--- config.mk ---
export PLATFORM = sky130hd
export DESIGN_NAME = clk_div_bank_flat
export DESIGN_NICKNAME = d
export VERILOG_FILES = /design/src/rtl/clk_div_bank_if.sv /design/src/rtl/clk_div_bank.sv /design/src/flat_wrapper.sv
export SDC_FILE = /design/constraint.sdc
export NUM_CORES = 1
export LEC_CHECK = 0
export ABC_AREA = 1
export BUFFER_PORTS_ARGS = -buffer_cell sky130_fd_sc_hd__buf_4
export CAP_MARGIN = 30
export CORE_ASPECT_RATIO = 0.6
export CORE_MARGIN = 2
export CORE_UTILIZATION = 40
export CTS_BUF_LIST = sky130_fd_sc_hd__clkbuf_16
export DETAILED_ROUTE_END_ITERATION = 8
export GPL_TIMING_DRIVEN = 1
export PLACE_DENSITY = 0.63
export REMOVE_ABC_BUFFERS = 1
export SETUP_SLACK_MARGIN = 0.02
export SYNTH_ARGS = -nofsm -noshare
export SYNTH_HDL_FRONTEND = slang
export SYNTH_SLANG_ARGS = --single-unit
export TNS_END_PERCENT = 30
--- constraint.sdc ---
create_clock -name clk_in -period 2.2 [get_ports clk_in]
set_clock_uncertainty 0.1 [all_clocks]
set_input_delay 0.22 -clock clk_in [delete_from_list [all_inputs] [get_ports clk_in]]
set_output_delay 0.22 -clock clk_in [all_outputs]
set_load 0.005 [all_outputs]
--- src/rtl/clk_div_bank_if.sv ---
// clk_div_bank_if: control/load bus and divided-clock outputs of the divider bank
interface clk_div_bank_if #(
  parameter int NCH = 3,
  parameter int CW = 32
);
  logic [NCH-1:0] ch_en;
  logic           sync_clr;
  logic           load;
  logic [3:0]     load_ch;
  logic [CW-1:0]  load_val;
  logic [NCH-1:0] clk_out;
  logic [NCH-1:0] tick;
  logic [NCH-1:0] rise;
  modport master (output ch_en, sync_clr, load, load_ch, load_val, input clk_out, tick, rise);
  modport slave (input ch_en, sync_clr, load, load_ch, load_val, output clk_out, tick, rise);
endinterface

--- src/rtl/clk_div_bank.sv ---
// clk_div_bank: NCH independent programmable square-wave dividers with shadowed divisors
module clk_div_bank #(
  parameter int NCH = 3,
  parameter int CW = 32,
  parameter logic [NCH*CW-1:0] DIV_INIT = {32'd5000000, 32'd2500, 32'd25000000}
) (
  input logic clk_in,
  input logic reset,
  clk_div_bank_if.slave bus
);
  logic [CW-1:0]  r_cnt [NCH];
  logic [CW-1:0]  r_act [NCH];
  logic [CW-1:0]  r_shd [NCH];
  logic [NCH-1:0] r_out, r_tick, r_rise;
  logic [NCH-1:0] w_ld;
  logic [CW-1:0]  w_nact [NCH];
  always_comb begin
    for (int i = 0; i < NCH; i++) begin
      w_ld[i] = bus.load && (bus.load_ch == 4'(i));
      w_nact[i] = w_ld[i] ? bus.load_val : r_shd[i];
    end
  end
  // act only moves at a wrap, clear or while idle, so a half-period in flight keeps its length
  always_ff @(posedge clk_in) begin
    for (int i = 0; i < NCH; i++) begin
      if (reset) begin
        r_cnt[i] <= '0;
        r_act[i] <= DIV_INIT[i*CW +: CW];
        r_shd[i] <= DIV_INIT[i*CW +: CW];
        r_out[i] <= 1'b0;
        r_tick[i] <= 1'b0;
        r_rise[i] <= 1'b0;
      end else begin
        if (w_ld[i]) r_shd[i] <= bus.load_val;
        if (bus.sync_clr || !bus.ch_en[i]) begin
          r_cnt[i] <= '0;
          r_act[i] <= w_nact[i];
          r_out[i] <= 1'b0;
          r_tick[i] <= 1'b0;
          r_rise[i] <= 1'b0;
        end else if (r_cnt[i] >= r_act[i]) begin
          r_cnt[i] <= '0;
          r_act[i] <= w_nact[i];
          r_out[i] <= ~r_out[i];
          r_tick[i] <= 1'b1;
          r_rise[i] <= ~r_out[i];
        end else begin
          r_cnt[i] <= r_cnt[i] + 1'b1;
          r_tick[i] <= 1'b0;
          r_rise[i] <= 1'b0;
        end
      end
    end
  end
  assign bus.clk_out = r_out;
  assign bus.tick = r_tick;
  assign bus.rise = r_rise;
endmodule

--- src/flat_wrapper.sv ---
// flat-port wrapper written by rule: the top's interface ports become plain ports
module clk_div_bank_flat 
#(
  parameter int NCH = 3,
  parameter int CW = 32,
  parameter logic [NCH*CW-1:0] DIV_INIT = {32'd5000000, 32'd2500, 32'd25000000}
)
  (clk_in, reset, bus_ch_en, bus_sync_clr, bus_load, bus_load_ch, bus_load_val, bus_clk_out, bus_tick, bus_rise);
  clk_div_bank_if #(.NCH(NCH), .CW(CW)) bus_i ();
  input logic clk_in;
  input logic reset;
  input wire logic [$bits(bus_i.ch_en)-1:0] bus_ch_en;
  input wire logic [$bits(bus_i.sync_clr)-1:0] bus_sync_clr;
  input wire logic [$bits(bus_i.load)-1:0] bus_load;
  input wire logic [$bits(bus_i.load_ch)-1:0] bus_load_ch;
  input wire logic [$bits(bus_i.load_val)-1:0] bus_load_val;
  output wire logic [$bits(bus_i.clk_out)-1:0] bus_clk_out;
  output wire logic [$bits(bus_i.tick)-1:0] bus_tick;
  output wire logic [$bits(bus_i.rise)-1:0] bus_rise;
  assign bus_i.ch_en = bus_ch_en;
  assign bus_i.sync_clr = bus_sync_clr;
  assign bus_i.load = bus_load;
  assign bus_i.load_ch = bus_load_ch;
  assign bus_i.load_val = bus_load_val;
  assign bus_clk_out = bus_i.clk_out;
  assign bus_tick = bus_i.tick;
  assign bus_rise = bus_i.rise;
  clk_div_bank #(.NCH(NCH), .CW(CW), .DIV_INIT(DIV_INIT)) u_core (.clk_in(clk_in), .reset(reset), .bus(bus_i));
endmodule
==> reports/qor.yml <==
power_and_ir_drop:
  ir_worst_vdd_uv: 543
  total_power_mw: 14.3
  power.leakage_nw: 9.72
  cellPowerDensity_mw_per_mm2: 645
worst_setup_path:
  critical_path.endpoint_type: "register"
  r2r_cells: 7
  reg2reg_slack_ns: -0.11
  worst_path_max_delay_cell: "edfxtp_1"
  crit_arrival_ns: 2.55
  worstPathCellList: "ha_1, a21o_1, o21ai_1, nand2_1, a21oi_4, nand3_4, buf_12"
  criticalPathCategory: "reg2reg"
  data_required_time_of_the_critical_path_ns: 2.44
  timing.critical_path.fanout_max: 32
  max_stage_delay_ns: 0.44
  setup.worst_path.start_class: "register"
  critical_register_to_register_path_endpoint: "u_core.r_act[0][24]"
  critical_path.reg2reg.startpoint: "u_core.r_cnt[0][19]"
synthesis:
  yosysWarningCount: 0
  syn-mean-instance-area_um2: 8.76
  syn-cell-area_mm2: 0.0172
  synth_top_cell_by_area: "edfxtp_1"
  async_reset_ff_share_pct: 0
  synth-seq-cells: 297
  synth_cells: 1963
  synth_top_cell_area_share_pct: 50.3
  ys_top_cells_by_area: "edfxtp_1 50%, nand2_1 11%, ha_1 7.2%, nor2_1 5.8%, inv_1 5.7%"
  register_area_share_after_synthesis_pct: 51.3
  synth_edf_count: 288
  yosysUniqueCellTypes: 43
  synth-main-ff-cell: "edfxtp_1"
clock_tree:
  clk-insertion-delay-late_ns: 0.61
  cts_tree: "yes"
  clock_buffer_depth: 3
  ctsRootBufferMaster: "clkbuf_16"
  clk_pin_slew_ns: 0.07
  tritoncts.num_buffers: 31
  htree_num_levels: 1
  clkSinkCount: 297
outcome:
  status: "complete, but fails checks"
  violations: "negative setup slack"
detailed_routing:
  route.antenna.remaining_nets: 0
  routed_wire_length_per_instance_um: 15.7
  finalWirelength_um: 45300
  drt-vias-per-instance: 4.84
  drt_pre_antenna_iters: 6
  vias: 13979
  drt_iter0_drc: 1295
  drc: 0
die:
  std_cell_rows: 58
  fp.dieH_um: 165
  dieArea_mm2: 0.0447
  top_level_ports: 52
  dieWidth_um: 272
  coreArea_mm2: 0.0422
  initial_core_utilization_pct: 40.8
hold_path:
  cell_depth_of_the_worst_hold_path: 2
  worst_hold_path.endpoint: "u_core.r_shd[2][29]"
  worstHoldStart: "reset"
  holdCritPathClass: "in2reg"
sta:
  achievable-frequency_mhz: 432
  timing_worst_slew_pin_value_ns: 0.598
  min_period_ns: 2.31
  final.hold.worst_slack_ns: 0.0199
  timing.max_slew.rel_slack_pct: 60.0
  drv_slew: 0
  final-setup-viol-count: 137
  final_min_period_over_clock_period_pct: 105
  timing_hold_violations_final: 0
  timing.final.ws_setup_ns: -0.115
  grt_setup_unrepaired: "yes"
  finalSetupTns_ns: -7.86
cells_and_area:
  num-fill-cells: 3855
  fin_area_mm2: 0.0222
  layout-area-overhead-vs-synth_pct: 29.0
  final_net_count: 2435
  drive_gt1_share_pct: 20.3
grt:
  pin_count_of_the_biggest_net_entering_global_routing: 60
  grt_pass1_vias: 12912
  track_usage_pct: 19.6
  grt-ovfl-total: 0
  antenna_violations_before_repair: 1
  grt_first_pass_wirelength_um: 68600
placed_design:
  preCtsSetupSlack_ns: -0.100
  place.port_buffers: 51
  gpl.final_weighted_congestion: 0.951
  dp_hpwl_um: 33100
  placedInstanceArea_mm2: 0.0197
run:
  maxCapViolCount: 0
## stage by stage
step,std cells,util (%)
floorplan,2003,-
global placement,2763,46.6
detailed placement,2764,46.6
CTS,2864,50.2
global route,2889,52.6
finish,2889,52.6
## Yosys cell counts (5+ instances only)
master    count
o21ai_0      61
nor2_2        6
o21a_1        7
o21ai_2      20
a21oi_1      59
nand4_1      30
edfxtp_1    288
ha_1         99
inv_1       261
clkbuf_1     21
or2_0         9
nor3_1       26
or2_2         7
xor2_1       37
nand3_1     119
dfxtp_1       9
buf_2        20
nor3_2       14
nor2_1      267
a21o_1        5
xnor2_1      30
buf_6         7
nand2_1     522
## cells in the final DEF, fill, tap and decap left out, types with 13 or more instances in the layout
master and count:
xor2_1 37, nand3_2 24, ha_4 18, o21ai_0 61, nor3_1 25, nor2_2 32
a21oi_1 44, inv_1 260, nor2_1 220, edfxtp_1 288, nor2_4 25, buf_4 185
dlygate4sd3_1 39, nand4_1 30, conb_1 96, nand2_1 498, nand2_2 23, o21ai_2 20
clkbuf_16 37, ha_1 81, buf_12 18, nand3_1 93, nor3_2 13, xnor2_1 30
a21oi_2 15
## power breakdown
| group | switching, mW | leakage (nW) | internal [mW] |
|---|---|---|---|
| clock network | 2.45 | 0.501 | 2.95 |
| registers | 0.162 | 3.04 | 6.61 |
| logic | 1.26 | 6.18 | 0.857 |
## sequential cells by signal, summed over array words and instances, names as in the netlist
name	flops
u_core.bus.rise	3
u_core.r_shd	96
u_core.bus.tick	3
u_core.bus.clk_out	3
u_core.r_act	96
u_core.r_cnt	96
## how the worst max path moves through the flow
| stage | startpoint | endpoint | slack (ns) | cells after the start |
|---|---|---|---|---|
| final | u_core.r_cnt[0][19] | u_core.r_act[0][24] | -0.11 | 7 |
| after global routing | u_core.r_cnt[0][30] | u_core.r_act[0][24] | -0.17 | 8 |
| after CTS | u_core.r_cnt[1][7] | u_core.r_act[1][28] | 0.02 | 10 |
| after detailed placement | u_core.r_cnt[2][29] | u_core.r_cnt[2][14] | -0.10 | 8 |
| after global placement | u_core.r_cnt[1][22] | u_core.r_cnt[1][30] | -0.07 | 8 |
| after floorplan | bus_sync_clr | u_core.r_act[1][0] | -1.55 | 4 |
## cells by family (layout without fill, tap and decap cells)
family / count (synthesis) / in the layout / share of synthesized area (%)
and+or+nand+nor: 1021 / 1021 / 25.2
buffers and inverters: 321 / 581 / 7.52
DFF: 297 / 297 / 51.3
AOI/OAI and AO/OA: 157 / 157 / 5.25
adders and majority gates: 99 / 99 / 7.20
xor gates and xnor gates: 67 / 67 / 3.41
other: 1 / 97 / 0.0218
## cell type report
cell class / count / area (um2) / area share [%]
tap: 570 / 713 / 3.22
antenna: 1 / 2.50 / 0.0113
clock buffer: 31 / 776 / 3.50
clock inverter: 27 / 243 / 1.09
inverter: 266 / 998 / 4.50
multi-input combinational: 1440 / 8220 / 37.1
sequential: 297 / 8830 / 39.8
timing repair buffer: 257 / 2390 / 10.8
## critical path: cells and delay by family (launching register included)
kind / cells / cell delay [ns]
adder cells (fa/ha/maj): 1 / 0.34
AND/OR/NAND/NOR: 2 / 0.32
buffers and inverters: 1 / 0.23
AO/OA/AOI/OAI: 3 / 0.62
flip-flops: 1 / 0.44
## timing repair
item / in CTS / in global routing
pin swaps: 3 / 48
endpoints found under the hold margin: 104 / 0
buffers inserted: 3 / 16
endpoints found under the setup margin: 254 / 292
gates resized for setup: 11 / 164
hold buffers: 39 / 0
cloned: 0 / 8
## metal layers
layer | vias to the layer above | wire, um | global-route usage (%)
met5 | - | 0 | 0
met4 | 0 | 738 | 3.90
met3 | 55 | 3410 | 3.46
met2 | 382 | 18200 | 27.7
met1 | 6553 | 22900 | 30.8
li1 | 6989 | - | -
Note: power is estimated with default switching activity, not from simulation.
